`src/rtl/eth_crc_pkg.sv`:
```
// Shared CRC-32 (IEEE 802.3) constants, beat type and per-beat step function,
// used by both the RX FCS checker and the TX FCS generator.
package eth_crc_pkg;

    localparam int unsigned DATA_BYTES      = 4;
    localparam logic [31:0] CRC32_POLY      = 32'h04C11DB7;
    localparam logic [31:0] CRC32_POLY_REFL = 32'hEDB88320;
    localparam logic [31:0] INITIAL_CRC     = 32'hFFFFFFFF;
    localparam logic [31:0] CRC_RESIDUE     = 32'hC704DD7B;
    localparam int unsigned MIN_FRAME_BYTES = 5;

    typedef enum logic {ST_IDLE, ST_ACTIVE} rx_state_e;

    typedef struct packed {
        logic [31:0] data;
        logic [3:0]  valid;
        logic        last;
    } beat_t;

    // Reflected (LSB-first) update, lane 0 first, skipping invalid lanes.
    function automatic logic [31:0] crc32_step(input logic [31:0] crc,
                                               input logic [31:0] data,
                                               input logic [3:0]  valid);
        logic [31:0] c;
        c = crc;
        for (int b = 0; b < 4; b++) begin
            if (valid[b]) begin
                for (int i = 0; i < 8; i++) begin
                    if (c[0] ^ data[8*b+i]) c = (c >> 1) ^ CRC32_POLY_REFL;
                    else                    c = c >> 1;
                end
            end
        end
        return c;
    endfunction

    // The residue constant is in MSB-first form; the register runs reflected.
    function automatic logic [31:0] bitrev32(input logic [31:0] x);
        logic [31:0] r;
        for (int i = 0; i < 32; i++) r[i] = x[31-i];
        return r;
    endfunction

endpackage

```
`src/rtl/eth_rx_fcs_strip.sv`:
```
// One-beat hold register that delays the payload so the trailing FCS bytes,
// which may straddle two beats, can be dropped and the last beat trimmed.
module eth_rx_fcs_strip
    import eth_crc_pkg::*;
(
    input  logic        clk,
    input  logic        rst,
    input  logic [31:0] data_i,
    input  logic [3:0]  valid_i,
    input  logic        last_i,
    output logic        hold_full_o,
    output beat_t       out_beat_o
);

    logic [31:0] hold_q, hold_d;
    logic        full_q, full_d;
    beat_t       out_q, out_d;
    logic [31:0] lane_mask;

    always_comb begin
        for (int l = 0; l < 4; l++) lane_mask[8*l +: 8] = {8{valid_i[l]}};
    end

    always_comb begin
        hold_d = hold_q;
        full_d = full_q;
        out_d  = '0;
        if (|valid_i) begin
            if (last_i) begin
                // k valid lanes on the last beat leave k payload bytes in the held beat
                if (full_q) begin
                    out_d.data  = hold_q & lane_mask;
                    out_d.valid = valid_i;
                end
                out_d.last = 1'b1;
                full_d     = 1'b0;
            end else begin
                if (full_q) begin
                    out_d.data  = hold_q;
                    out_d.valid = 4'hF;
                end
                hold_d = data_i;
                full_d = 1'b1;
            end
        end
    end

    always_ff @(posedge clk or negedge rst) begin
        if (!rst) begin
            hold_q <= '0;
            full_q <= 1'b0;
            out_q  <= '0;
        end else begin
            hold_q <= hold_d;
            full_q <= full_d;
            out_q  <= out_d;
        end
    end

    assign hold_full_o = full_q;
    assign out_beat_o  = out_q;

endmodule

```
`src/rtl/eth_rx_fcs_check.sv`:
```
// RX FCS checker: CRC-32 over frame + FCS, residue compare, FCS strip.
// Optional RX_FCS_STATS_EN adds saturating good/bad frame counters.
module eth_rx_fcs_check #(
    parameter int unsigned DATA_BYTES  = 4,
    parameter logic [31:0] INITIAL_CRC = eth_crc_pkg::INITIAL_CRC,
    parameter logic [31:0] CRC_RESIDUE = eth_crc_pkg::CRC_RESIDUE
) (
    input  logic                    clk,
    input  logic                    rst,
    input  logic [DATA_BYTES*8-1:0] in_data,
    input  logic [DATA_BYTES-1:0]   in_valid,
    input  logic                    in_last,
    output logic [DATA_BYTES*8-1:0] out_data,
    output logic [DATA_BYTES-1:0]   out_valid,
    output logic                    out_last,
    output logic                    out_fcs_ok,
    output logic                    out_fcs_err,
    output logic                    out_runt
`ifdef RX_FCS_STATS_EN
    ,
    output logic [31:0]             stat_good_frames,
    output logic [31:0]             stat_bad_frames
`endif
);
    import eth_crc_pkg::*;

    rx_state_e   state_q, state_d;
    logic [31:0] crc_q, crc_d, crc_base, crc_next;
    logic        ok_q, ok_d, err_q, err_d, runt_q, runt_d;
    logic        beat_vld, match, hold_full;
    beat_t       strip_beat;

    assign beat_vld = |in_valid;
    assign crc_base = (state_q == ST_IDLE) ? INITIAL_CRC : crc_q;
    assign crc_next = crc32_step(crc_base, in_data, in_valid);
    assign match    = (bitrev32(crc_next) == CRC_RESIDUE);

    eth_rx_fcs_strip u_strip (
        .clk         (clk),
        .rst         (rst),
        .data_i      (in_data),
        .valid_i     (in_valid),
        .last_i      (in_last),
        .hold_full_o (hold_full),
        .out_beat_o  (strip_beat)
    );

    always_ff @(posedge clk or negedge rst) begin
        if (!rst) begin
            state_q <= ST_IDLE;
            crc_q   <= INITIAL_CRC;
            ok_q    <= 1'b0;
            err_q   <= 1'b0;
            runt_q  <= 1'b0;
        end else begin
            state_q <= state_d;
            crc_q   <= crc_d;
            ok_q    <= ok_d;
            err_q   <= err_d;
            runt_q  <= runt_d;
        end
    end

    always_comb begin
        state_d = state_q;
        crc_d   = crc_q;
        if (beat_vld) begin
            state_d = in_last ? ST_IDLE : ST_ACTIVE;
            crc_d   = in_last ? INITIAL_CRC : crc_next;
        end
    end

    // An empty hold register at the last beat means the frame had at most 4 bytes.
    always_comb begin
        ok_d   = 1'b0;
        err_d  = 1'b0;
        runt_d = 1'b0;
        if (beat_vld && in_last) begin
            runt_d = ~hold_full;
            ok_d   = hold_full & match;
            err_d  = ~(hold_full & match);
        end
    end

    assign out_data    = strip_beat.data;
    assign out_valid   = strip_beat.valid;
    assign out_last    = strip_beat.last;
    assign out_fcs_ok  = ok_q;
    assign out_fcs_err = err_q;
    assign out_runt    = runt_q;

`ifdef RX_FCS_STATS_EN
    logic [31:0] good_q, bad_q;

    always_ff @(posedge clk or negedge rst) begin
        if (!rst) begin
            good_q <= '0;
            bad_q  <= '0;
        end else if (out_last) begin
            if (out_fcs_ok  && good_q != 32'hFFFFFFFF) good_q <= good_q + 32'd1;
            if (out_fcs_err && bad_q  != 32'hFFFFFFFF) bad_q  <= bad_q + 32'd1;
        end
    end

    assign stat_good_frames = good_q;
    assign stat_bad_frames  = bad_q;
`endif

endmodule

```
`config.mk`:
```
export PLATFORM = sky130hd
export DESIGN_NAME = eth_rx_fcs_check
export DESIGN_NICKNAME = d
export VERILOG_FILES = /design/src/rtl/eth_crc_pkg.sv /design/src/rtl/eth_rx_fcs_strip.sv /design/src/rtl/eth_rx_fcs_check.sv
export SDC_FILE = /design/constraint.sdc
export NUM_CORES = 1
export LEC_CHECK = 0
export BUFFER_PORTS_ARGS = -buffer_cell sky130_fd_sc_hd__buf_2
export CORE_MARGIN = 2
export CORE_UTILIZATION = 52
export CTS_BUF_LIST = sky130_fd_sc_hd__clkbuf_4 sky130_fd_sc_hd__clkbuf_8
export DETAILED_ROUTE_END_ITERATION = 7
export GPL_ROUTABILITY_DRIVEN = 0
export HOLD_SLACK_MARGIN = 0.1
export PLACE_DENSITY = 0.71
export SLEW_MARGIN = 20
export SYNTH_ARGS = -nofsm -noshare
export SYNTH_HDL_FRONTEND = slang
export SYNTH_HIERARCHICAL = 1
export SYNTH_SLANG_ARGS = --single-unit
```
`constraint.sdc`:
```
create_clock -name clk -period 6.98 [get_ports clk]
set_clock_uncertainty 0.15 [all_clocks]
set_input_delay 1.396 -clock clk [delete_from_list [all_inputs] [get_ports clk]]
set_output_delay 1.396 -clock clk [all_outputs]
set_load 0.01 [all_outputs]
```
# Word level (Yosys, flattened, before mapping)
# Cells that the tools add are included.
dict set report totals {
  regBits 105
  in_bits 39
  output_inout_bits 40
  elab_cells 157
}
dict set report op_classes {
  n_eq_ne 1
  mux 75
  n_bitwise 69
  n_reduce_logical 3
}
# operator count
set op_table {}
lappend op_table {{32-bit 2-to-1 mux} 66}
lappend op_table {{13-bit inverter with 14-bit output} 32}
lappend op_table {{36-bit 2-to-1 mux} 3}
lappend op_table {{37-bit 2-to-1 mux} 1}
lappend op_table {{32-bit AND} 1}
lappend op_table {{32-bit equality test, second input constant} 1}
lappend op_table {{1-bit bitwise XOR} 32}
lappend op_table {{1-bit 2-to-1 mux} 5}
lappend op_table {{4-bit OR reduction} 1}
lappend op_table {{1-bit inverter} 3}
lappend op_table {{2-bit AND reduction} 1}
lappend op_table {{1-bit AND} 1}
lappend op_table {{1-bit logical AND} 1}

# Logic depth before layout (Yosys ltp)
# Gate-level depths: netlist of run 1.
dict set report logic_depth {
  depth_word 101
  mapped_depth 23
  ltp_nobuf 18
}

# Cells and area by module
# The synthesis of run 1 kept the hierarchy.
# mod n_inst cells_each area_per_inst_um2 seq_area_each_um2
set modules_own_cells {}
lappend modules_own_cells {eth_rx_fcs_check 1 914 7573.5 940.9}
lappend modules_own_cells {eth_rx_fcs_strip 1 156 2591.2 1751.7}

# Worst setup path after synthesis of run 1
# Ideal clock, no wire load.
dict set report synth_timing {
  kind {input to register}
  startpoint {input port in_data[3]}
  endpoint {register err_q (netlist: out_fcs_err)}
  setup_time_ns 0.126
  t_arrival_ns 6.813
  path_slack_ns -0.109
  cell_stages 19
  path_buffers 1
  cell_sequence {buf_2 > xor2_1 > nand3_1 > o311ai_4 > xor2_2 > xnor3_1 > or4_4 > and4_1 > nor3_2 > xnor2_4 > xnor3_1 > mux2i_4 > xnor2_4 > xnor2_4 > xnor3_1 > mux2i_1 > nand4_1 > or4b_1 > o311a_1}
}
dict set report synth_via {
  elab_chain_len 76
  elab_cells_between_ends 110
  classes_between {eq/ne (1); mux (59); bitwise (50)}
}
# element line_no
set synth_lines {}
lappend synth_lines {{from (decl)} eth_rx_fcs_check.sv:10} ;# input logic [DATA_BYTES*8-1:0] in_data,
lappend synth_lines {{1-bit bitwise XOR *} eth_crc_pkg.sv:29} ;# if (c[0] ^ data[8*b+i]) c = (c >> 1) ^ CRC32_POLY_REFL;
lappend synth_lines {{32-bit 2-to-1 mux *} eth_crc_pkg.sv:29}
lappend synth_lines {{32-bit 2-to-1 mux *} eth_crc_pkg.sv:27} ;# if (valid[b]) begin
lappend synth_lines {{32-bit 2-to-1 mux *} eth_crc_pkg.sv:29}
lappend synth_lines {{32-bit 2-to-1 mux *} eth_crc_pkg.sv:27}
lappend synth_lines {{32-bit 2-to-1 mux *} eth_crc_pkg.sv:29}
lappend synth_lines {{32-bit 2-to-1 mux *} eth_crc_pkg.sv:27}
lappend synth_lines {{32-bit 2-to-1 mux *} eth_crc_pkg.sv:29}
lappend synth_lines {{[... 61 more ...]} --}
lappend synth_lines {{13-bit inverter with 14-bit output (no line) / 32-bit 2-to-1 mux (equally long branches)} --}
lappend synth_lines {{32-bit 2-to-1 mux} eth_crc_pkg.sv:29}
lappend synth_lines {{32-bit 2-to-1 mux *} eth_crc_pkg.sv:27}
lappend synth_lines {{32-bit equality test *} eth_rx_fcs_check.sv:36} ;# assign match = (bitrev32(crc_next) == CRC_RESIDUE);
lappend synth_lines {{1-bit AND *} eth_rx_fcs_check.sv:81} ;# err_d = ~(hold_full & match);
lappend synth_lines {{1-bit inverter *} eth_rx_fcs_check.sv:81}
lappend synth_lines {{1-bit 2-to-1 mux *} eth_rx_fcs_check.sv:78} ;# if (beat_vld && in_last) begin
lappend synth_lines {{named net err_d} eth_rx_fcs_check.sv:29} ;# logic ok_q, ok_d, err_q, err_d, runt_q, runt_d;
lappend synth_lines {{to (signal assigned)} eth_rx_fcs_check.sv:59} ;# err_q <= err_d;
lappend synth_lines {{to (decl)} eth_rx_fcs_check.sv:29}
# Mark *: on every way through the listed nets, which the timed path passes. The rest lies on a longest branch. The select of a mux whose other input is x is not followed.
# A chain may end at the register's enable or synchronous reset.

# Final worst setup path of run 1
dict set report layout_timing {
  startpoint {input port in_data[2]}
  endpoint {register ok_q (netlist: out_fcs_ok)}
}
dict set report layout_via {
  elab_chain_len 77
  elab_cells_between_ends 113
  classes_between {eq/ne (1); mux (61); bitwise (51)}
}
# element line_no
set layout_lines {}
lappend layout_lines {{1-bit bitwise XOR *} eth_crc_pkg.sv:29}
lappend layout_lines {{32-bit 2-to-1 mux *} eth_crc_pkg.sv:29}
lappend layout_lines {{32-bit 2-to-1 mux *} eth_crc_pkg.sv:27}
lappend layout_lines {{32-bit 2-to-1 mux *} eth_crc_pkg.sv:29}
lappend layout_lines {{32-bit 2-to-1 mux *} eth_crc_pkg.sv:27}
lappend layout_lines {{32-bit 2-to-1 mux *} eth_crc_pkg.sv:29}
lappend layout_lines {{32-bit 2-to-1 mux *} eth_crc_pkg.sv:27}
lappend layout_lines {{32-bit 2-to-1 mux *} eth_crc_pkg.sv:29}
lappend layout_lines {{[... 62 more ...]} --}
lappend layout_lines {{32-bit 2-to-1 mux, on equally long branches} {eth_crc_pkg.sv:29, eth_crc_pkg.sv:27}}
lappend layout_lines {{32-bit 2-to-1 mux / 13-bit inverter with 14-bit output (equally long branches)} --}
lappend layout_lines {{32-bit 2-to-1 mux} eth_crc_pkg.sv:29}
lappend layout_lines {{32-bit 2-to-1 mux *} eth_crc_pkg.sv:27}
lappend layout_lines {{32-bit equality test *} eth_rx_fcs_check.sv:36}
lappend layout_lines {{1-bit AND *} eth_rx_fcs_check.sv:80} ;# ok_d = hold_full & match;
lappend layout_lines {{1-bit 2-to-1 mux *} eth_rx_fcs_check.sv:78}
lappend layout_lines {{named net ok_d} eth_rx_fcs_check.sv:29}
lappend layout_lines {{to (signal assigned)} eth_rx_fcs_check.sv:58} ;# ok_q <= ok_d;
lappend layout_lines {{to (decl)} eth_rx_fcs_check.sv:29}
# Marked as above.

==> summary.md, run 1 <==
| Metric | Value |
|---|---|
| Status | `finished, final reports clean` |
| # port buffers | `78` |
| Clk_lat worst skew | `0.41 ns` |
| Post-route ant nets | `0` |
| Fillers | `1655` |
| CP max stage delay | `0.59 ns` |
| Root Buffer | `clkbuf_8` |
| Met3 wire len | `2540 um` |
| Crit path max-delay family | `simple AND/OR/NAND/NOR gates` |
| Multi-input gate area | `0.00715 mm2` |
| Fin. max-slew vios | `0` |
| Yosys top cell by area | `dfrtp_1` |
| Critical path origin | `in_data[2]` |
| Buf/Inv on CP | `3` |
| DR DRC count | `0` |
| Area grow syn2layout | `17.0%` |
| Warnings, synthesis | `6` |
| HPWL Detailed | `23800 um` |
| Hold WC Path Type | `flop to flop` |
| Via Count | `8841` |
| Pre-CTS setup slack | `-0.245 ns` |
| I/O pin total | `79` |
| H-tree depth | `3` |
| Time the worst path needs with I/O delays and setup | `6.78 ns` |
| Final period util | `97.2%` |
| Postcts setup bufs | `0` |
| Diode count | `0` |
| Initial DRC Count | `871` |
| Post-Route WL | `30100 um` |
| Final nets | `1277` |
| DR top layer | `met4` |
| Reg2reg setup slack | `0.34 ns` |
| Crit start category | `input port` |
| Post-synth ARST share | `100%` |
| Critical path endpoint category | `flop` |
| Synthesized Nets | `1109` |
| Register area | `0.00269 mm2` |
| Sink Count | `106` |
| Post-synth cell types | `85` |
| Final worst slack | `0.197 ns` |
| Cts repair resizes | `0` |
| Initial antenna violation count | `0` |
| CTS Buf Count | `9` |
| Hold_buf cts | `0` |
| CP arrival | `6.91 ns` |
| Cells after Synth | `1070` |
| Die Y | `144 um` |
| Path depth of the worst reg2reg path | `19` |
| Cell row count | `51` |
| Post-synth EDFFs | `0` |
| Max clock buf depth | `2` |
| First-pass GRT wire length | `46400 um` |
| Global Route Usage Sum | `29.8%` |
| Max Cap Viol | `0` |
| Clock transition at path regs | `0.09 ns` |
| Area of the die | `0.0207 mm2` |
| Worst path required time | `7.10 ns` |
| Worst Max-Slew Pin Slew | `0.793 ns` |
| Wl on met1 | `12800 um` |
| Die Span X | `144 um` |
| Setup violators final | `0` |
| WL per Instance | `20.0 um` |
| Vias in the first global route | `8322` |
| Placed cell count | `1492` |
| CP endpoint | `out_fcs_ok` |
| Largest net degree at the start of global routing | `63` |
| Most frequent cell after synthesis | `xnor2_1` |
| DR vias/cell | `5.86` |
| Reg-to-reg startpoint | `crc_q[0]` |
| Layout Cells excl Fill | `1508` |
| Cell repeated most along the worst path | `xor2_1` |
| Core area | `0.0193 mm2` |
| R2R Path End | `out_fcs_ok` |
| Register bit count reported by yosys | `106` |
| FMAX | `147 MHz` |
| CTS tree | `done` |
| WL met2 | `13500 um` |
| Yosys top cell area share | `18.2%` |
| Post-Syn Area | `0.0102 mm2` |
| Largest fanout on the critical path | `11` |
| Cell Chain, Critical Path | `buf_2 > xor2_1 > xor2_1 > xor2_1 > a211o_1 > nand2_1 > or4_4 > and4_1 > or4_1 > a31oi_1 > buf_4 > xor2_2 > buf_4 > xor2_1 > xnor2_2 > xnor2_1 > a21oi_1 > nor2_1 > nand4b_1 > or4_1 > nor4_2` |
| Slowest CP cell | `or4_4` |
| Final hold vios | `0` |
| Post-Syn Area per Cell | `9.50 um2` |
| Rel. slew slack | `47.1%` |
| Initial Util | `52.6%` |
| Crit path depth | `21` |
| Grt total ovfl | `0` |
| Critical path class | `input port to flop` |
| Share of cells above drive strength 1 | `28.1%` |
| Register area share after synthesis | `26.5%` |
| DRT Pass-1 Iters | `8` |
| Top area cells in the synthesized netlist | `dfrtp_1, xnor2_1, dfstp_2, xor2_1, xnor3_1` |
| Most used DFF post-synth | `dfrtp_1` |
| Most instantiated cells after synthesis | `xnor2_1, nor2_1, xor2_1` |
-- state kept, by name (all words and copies together) (netlist names) --
| signal | cells |
|---|---|
| out_runt | 1 |
| state_q | 1 |
| u_strip/hold_full_o | 1 |
| crc_q | 32 |
| u_strip/hold_q | 32 |
| u_strip/out_beat_o | 37 |
| out_fcs_err | 1 |
| out_fcs_ok | 1 |
-- per-layer routing --
| metal | vias to the layer above | global-route usage [%] |
|---|---|---|
| met5 | - | 0 |
| met4 | 0 | 12.8 |
| met3 | 88 | 5.20 |
| met2 | 406 | 46.7 |
| met1 | 4262 | 40.7 |
| li1 | 4085 | - |
-- worst min-delay path: stages, from the launching register on --
cell and delay [ns]:
dfstp_2 0.38, nor2_1 0.09, a21oi_1 0.04
-- per-stage QoR --
step | TNS (ns) | hold slack (ns) | utilization [%] | cell area [um2]
floorplan | 0 | 0.323 | - | 10200
global placement | -0.226 | 0.332 | 60.4 | 11700
detailed placement | -0.426 | 0.337 | 60.4 | 11700
CTS | 0 | 0.361 | 61.4 | 11900
global route | -0.101 | 0.375 | 61.5 | 11900
finish | 0 | 0.360 | 61.5 | 11900
-- how the worst min path moves through the flow --
stage | start | endpoint | depth (start not counted)
4_1_cts | crc_q[26] | crc_q[26] | 2
2_1_floorplan | u_strip/hold_q[0] | u_strip/hold_q[0] | 1
5_1_grt | u_strip/hold_q[3] | u_strip/hold_q[3] | 1
6_report | crc_q[26] | crc_q[26] | 2
3_3_place_gp | u_strip/hold_q[31] | u_strip/hold_q[31] | 1
3_5_place_dp | u_strip/hold_q[30] | u_strip/hold_q[30] | 1
-- placed cells by master, fill, tap and decap left out, drive strengths merged, types with 8 or more instances in the layout --
cell and instances:
and3 38, o22ai 11, nand2 54, xnor3 29, o21ai 25, and2 17, dfstp 32, mux2i 40
o211ai 10, xor2 91, a31oi 12, nand2b 20, clkbuf 11, nor3 22, nand3 16, or3 8
o21a 9, nor2 104, buf 220, mux2 41, nand4 11, xnor2 149, dfrtp 74, inv 15
a21oi 71
-- layout make-up --
| class | count | area share [%] |
|---|---|---|
| multi-input combinational | 889 | 60.1 |
| sequential | 106 | 22.6 |
| timing repair buffer | 220 | 12.4 |
| tap | 265 | 2.79 |
| clock buffer | 11 | 1.17 |
| clock inverter | 5 | 0.526 |
| inverter | 12 | 0.379 |
-- cell families after synthesis --
| group | after synthesis | synth area share, % |
|---|---|---|
| buffers and inverters | 75 | 3.50 |
| flip-flops | 106 | 26.5 |
| AND/OR/NAND/NOR | 326 | 16.7 |
| AO/OA/AOI/OAI | 208 | 14.2 |
| multiplexers | 81 | 9.68 |
| XOR/XNOR | 274 | 29.4 |
Power of run 1 is left out: the tool's default activity adds up to more than one toggle a clock period on the data nets, which glitch-free logic cannot reach.
==> run 2, diff against run 1 <==
Settings changed: CELL_PAD_IN_SITES_DETAIL_PLACEMENT set to 0, CELL_PAD_IN_SITES_GLOBAL_PLACEMENT set to 1, CORE_UTILIZATION 52 to 49, PLACE_DENSITY 0.71 to not set, PLACE_DENSITY_LB_ADDON set to 0.1.
==> run 2 against run 1 <==
  * Via count is 0.44% lower
  * Die area is 6.0% higher
  * Global-route usage is 1.3 points higher
  * First-iteration DRC count is 4.7% lower
  * Critical path depth is 1 lower
  * Cell count is 1.3% higher
  * Worst hold slack better by 0.0039 ns
  * Sequential cell count stayed put
  * Non-clock buffer count is 14 higher
  * Sequential share of layout area is 0.23 points lower
  * Critical path type unchanged
  * Critical endpoint is now out_fcs_err
  * Highest routed layer unchanged
==> summary.md, run 2 (synthesis gave the netlist of run 1 again) <==
| Metric | Value |
|---|---|
| Hold WC Path Type | `flop to flop` |
| Core area | `0.0203 mm2` |
| Postcts setup bufs | `0` |
| I/O pin total | `79` |
| Area grow syn2layout | `18.3%` |
| Share of cells above drive strength 1 | `29.2%` |
| Most frequent cells in the layout | `buf_4, xnor2_1, nor2_1` |
| Cell Chain, Critical Path | `buf_2 > buf_12 > nand2b_1 > mux2_2 > a311oi_4 > xnor3_1 > or4_4 > and4_1 > or4_1 > a31oi_1 > buf_4 > xor2_2 > buf_4 > xnor2_1 > xor2_1 > xnor3_1 > mux2i_1 > nand4_1 > or4b_1 > o311a_1` |
| Fin util | `59.2%` |
| H-tree depth | `3` |
| Time the worst path needs with I/O delays and setup | `6.85 ns` |
| Most common cell after layout, fill and taps aside | `buf_4` |
| Final nets | `1291` |
| Fin. max-slew vios | `0` |
| Worst path required time | `7.12 ns` |
| Critical path class | `input port to flop` |
| Slowest CP cell | `or4b_1` |
| Root Buffer | `clkbuf_8` |
| FMAX | `146 MHz` |
| CP arrival | `6.99 ns` |
| Critical path origin | `in_valid[0]` |
| Diode count | `0` |
| Buf/Inv on CP | `4` |
| Die Span X | `148 um` |
| Initial Util | `50.1%` |
| Cell row count | `52` |
| Layout Cells excl Fill | `1527` |
| Status | `finished, final reports clean` |
| DRT Pass-1 Iters | `5` |
| Die Y | `148 um` |
| Worst Max-Slew Pin Slew | `0.973 ns` |
| Multi-input gate area | `0.00717 mm2` |
| Max clock buf depth | `2` |
| Clock transition at path regs | `0.12 ns` |
| Vias in the first global route | `8430` |
| Initial DRC Count | `830` |
| Clk_lat worst skew | `0.41 ns` |
| Register area | `0.00269 mm2` |
| CTS Buf Count | `9` |
| Max reg flops | `37` |
| Min-delay src | `u_strip/hold_q[31]` |
| Grt total ovfl | `0` |
| Setup violators final | `0` |
| Post-route ant nets | `0` |
| Crit path max-delay family | `simple AND/OR/NAND/NOR gates` |
| Via Count | `8802` |
| Fillers | `1855` |
| HPWL Detailed | `26800 um` |
| Final period util | `98.2%` |
| Critical path endpoint category | `flop` |
| CTS tree | `done` |
| Largest fanout on the critical path | `44` |
| Fin area | `0.0120 mm2` |
| CP max stage delay | `0.57 ns` |
| Global Route Usage Sum | `31.1%` |
| Placed cell area | `0.0118 mm2` |
| Largest net degree at the start of global routing | `71` |
| Final hold vios | `0` |
| Crit start category | `input port` |
| Post-Route WL | `33700 um` |
| DR vias/cell | `5.76` |
| DR DRC count | `0` |
| First-pass GRT wire length | `51600 um` |
| Area of the die | `0.0219 mm2` |
| Total Neg Setup Slack | `0 ns` |
| WL per Instance | `22.0 um` |
| Initial antenna violation count | `0` |
| Max Cap Viol | `0` |
| Placed cell count | `1511` |
| Rel. slew slack | `35.2%` |
| RSZ-0062 raised after global routing | `false` |
| Sink Count | `106` |
| Reg-to-reg startpoint | `crc_q[0]` |
| # port buffers | `78` |
## run 2: timing repair
item / 4_1_cts / 5_1_grt
setup endpoints to repair: 0 / 2
gates resized for setup: 0 / 6
hold buffers: 0 / 0
## run 2: worst paths after layout
check | cells after the start | end | slack, ns
min | 1 | u_strip/hold_q[31] | 0.36
min in group asynchronous | 1 | u_strip/hold_q[14] | 0.94
max | 20 | out_fcs_err | 0.13
max reg2reg | 18 | out_fcs_err | 0.32
max in group asynchronous | 2 | crc_q[23] | 4.67
min reg2reg | 1 | u_strip/hold_q[31] | 0.36
## run 2: final cells by class
type	instances	share of cell area, %
clock buffer	9	1.03
tap	270	2.81
inverter	12	0.375
multi-input combinational	889	59.6
clock inverter	7	0.645
timing repair buffer	234	13.1
sequential	106	22.4
## run 2: per-stage QoR
stage          hold WS [ns]  setup WS [ns]
2_1_floorplan         0.323        0.00163
3_3_place_gp          0.331         -0.123
3_5_place_dp          0.339         -0.199
4_1_cts               0.367          0.190
5_1_grt               0.382        0.00881
6_report              0.364          0.129
## run 2: metal layers
metal / vias to the layer above / GRT usage [%] / share of wire [%]
li1: 4136 / - / -
met3: 69 / 3.09 / 5.3
met5: - / 0 / 0
met1: 4288 / 43.2 / 44
met4: 0 / 13.0 / 4.4
met2: 309 / 49.9 / 46
Power of run 2 is left out for the same reason.
==> run 3, diff against run 2 <==
Settings changed: ABC_AREA set to 1, CORE_UTILIZATION 49 to 44.
==> run 3 against run 2 <==
  * Synthesized cell count grew 120%
  * Synthesized area grew 28%
  * Setup slack gained 0.72 ns
  * Cell count grew 79%
  * Highest routed layer unchanged
  * Worst hold slack lost 0.0073 ns
  * Clock-buffer cell count is the same
  * Sequential cell count is the same
  * Non-clock buffer count shrank 139
  * Critical path depth grew 11
==> summary.md, run 3 <==
| Metric | Value |
|---|---|
| Status | `finished, final reports clean` |
| Fin. max-slew vios | `0` |
| Core area | `0.0289 mm2` |
| Cell repeated most along the worst path | `nand2_1` |
| # port buffers | `78` |
| Synthesized Nets | `2367` |
| DR vias/cell | `5.73` |
| Cts repair resizes | `0` |
| Post-Syn Area | `0.0130 mm2` |
| H-tree depth | `3` |
| CTS Buf Count | `9` |
| Share of cells above drive strength 1 | `14.4%` |
| Slowest CP cell | `buf_4` |
| Vias in the first global route | `13.8k` |
| Most instantiated cells after synthesis | `nand2_1, nand3_1, inv_1` |
| Fin util | `47.3%` |
| Post-synth cell types | `43` |
| Final hold vios | `0` |
| Rel. slew slack | `24.9%` |
| Post-synth ARST share | `100%` |
| Warnings, synthesis | `6` |
| Register bit count reported by yosys | `106` |
| Diode count | `0` |
| Most frequent cell after synthesis | `nand2_1` |
| First-pass GRT wire length | `82100 um` |
| Max clock buf depth | `2` |
| Layout Cells excl Fill | `2739` |
| CP max stage delay | `0.57 ns` |
| Worst Max-Slew Pin Slew | `1.12 ns` |
| Global Route met1 Usage | `49.0%` |
| HPWL Detailed | `42700 um` |
| Yosys top cell by area | `nand2_1` |
| Leak pwr | `7.73 nW` |
| CP arrival | `6.28 ns` |
| Initial DRC Count | `1978` |
| Via Count | `15.7k` |
| Max reg flops | `37` |
| Peak VDD IR | `0.125 mV` |
| Grt total ovfl | `0` |
| Most frequent cells in the layout | `nand2_1, nand3_1, inv_1` |
| Most Crowded Layer GR | `met2` |
| Final nets | `2389` |
| Time the worst path needs with I/O delays and setup | `6.13 ns` |
| WL per Instance | `19.6 um` |
| Postcts setup bufs | `0` |
| Switch Pwr | `2.41 mW` |
| Worst path required time | `7.13 ns` |
| Clock transition at path regs | `0.11 ns` |
| Total Neg Setup Slack | `0 ns` |
| Initial Util | `45.0%` |
| M3 GR Usage | `4.76%` |
| Yosys top cell area share | `31.9%` |
| Top area cells in the synthesized netlist | `nand2_1, nand3_1, dfrtp_1, dfstp_2, nand3_2` |
| Int Power | `1.65 mW` |
| Total power | `4.06 mW` |
| Sw frac | `59.4%` |
| Area grow syn2layout | `5.15%` |
| Critical path class | `input port to flop` |
| DR DRC count | `0` |
| Die Span X | `176 um` |
| Setup violators final | `0` |
| Critical path endpoint category | `flop` |
| Die Y | `176 um` |
| Post-Syn Area per Cell | `5.59 um2` |
| Final period util | `87.8%` |
| Hold Slack | `0.356 ns` |
| Cells after Synth | `2328` |
| Combinational share of power | `70.8%` |
| Hold WC Path Type | `flop to flop` |
| I/O pin total | `79` |
| Crit start category | `input port` |
| Register area share after synthesis | `20.7%` |
| FMAX | `163 MHz` |
| Largest fanout on the critical path | `55` |
| Global Route Usage Sum | `34.8%` |
| Hold_buf cts | `0` |
| Max Cap Viol | `0` |
| CTS tree | `done` |
| DRT Pass-1 Iters | `6` |
| Post-route ant nets | `0` |
| Initial antenna violation count | `0` |
| Area of the die | `0.0310 mm2` |
| Post-Route WL | `53800 um` |
| Register share of total power | `19.6%` |
| Most used DFF post-synth | `dfrtp_1` |
| Root Buffer | `clkbuf_8` |
| Clock Power Share | `9.6%` |
| Placed cell count | `2723` |
| Sink Count | `106` |
| Met2 Resource Use GR | `53.7%` |
| Most common cell after layout, fill and taps aside | `nand2_1` |
| RSZ-0062 raised after global routing | `false` |
| Largest net degree at the start of global routing | `72` |
| Pwr per Cell Area | `297 mW/mm2` |
| Post-synth EDFFs | `0` |
| Clk_lat worst skew | `0.42 ns` |
| Cell row count | `62` |
[run 3: cell types whose count changed after synthesis, sizes merged, moves of 60 or more]
cell / before / now
xnor2: 149 / 7
inv: 12 / 161
a21oi: 71 / 11
nand2: 54 / 1210
nand3: 16 / 525
xor2: 91 / 19
[run 3: logic make-up (layout without fill, tap and decap cells)]
logic type	Yosys count	in the layout	synth area share [%]
AOI/OAI and AO/OA	72	72	3.18
xor gates and xnor gates	26	26	1.75
buffers and inverters	247	274	8.71
DFF	106	106	20.7
and+or+nand+nor	1877	1877	65.7
[run 3: worst max-delay path, delay by kind of cell]
| kind | cells | cell delay [ns] |
|---|---|---|
| AND/OR/NAND/NOR | 25 | 3.65 |
| buffers and inverters | 5 | 1.08 |
| AO/OA/AOI/OAI | 1 | 0.11 |
[run 3: layout make-up]
type                    count  area, um2
inverters                 163        617
clock buffers               9        124
clock inverters             7       61.3
flip-flops and latches    106       2690
repair buffers             95        520
multi-input cells        1975       9180
fillers                  3172      15300
well taps                 384        480
[run 3: power by group through the flow]
stage / Sequential [mW] / Combinational (mW) / Clock (mW)
4_1_cts: 0.795 / 2.78 / 0.401
2_1_floorplan: 0.795 / 1.97 / 0
3_3_place_gp: 0.806 / 2.75 / 0
6_report: 0.797 / 2.87 / 0.388
3_5_place_dp: 0.807 / 2.77 / 0
5_1_grt: 0.806 / 3.15 / 0.422
[run 3: routing by layer]
layer	part of all wire, %	vias up
met5	0	-
met4	3.9	0
met3	9.1	118
met2	43	832
met1	44	7250
li1	-	7491
[run 3: final timing paths]
kind                                      end                from  slack [ns]  cells after the start
max                               out_fcs_err         in_valid[0]        0.85                     31
min                        u_strip/hold_q[25]  u_strip/hold_q[25]        0.36                      2
max reg2reg                       out_fcs_err             state_q        1.30                     34
min reg2reg                u_strip/hold_q[25]  u_strip/hold_q[25]        0.36                      2
max in group asynchronous          out_fcs_ok                 rst        4.63                      2
min in group asynchronous   u_strip/hold_q[7]                 rst        0.77                      1
[run 3: stage by stage]
stage / instance area, um2 / setup slack, ns
final: 13700 / 0.848
after detailed placement: 13500 / 0.597
after global placement: 13500 / 0.585
after floorplan: 13000 / 2.41
after CTS: 13700 / 1.03
after global routing: 13700 / 0.542
(Power assumes the default switching activity.)
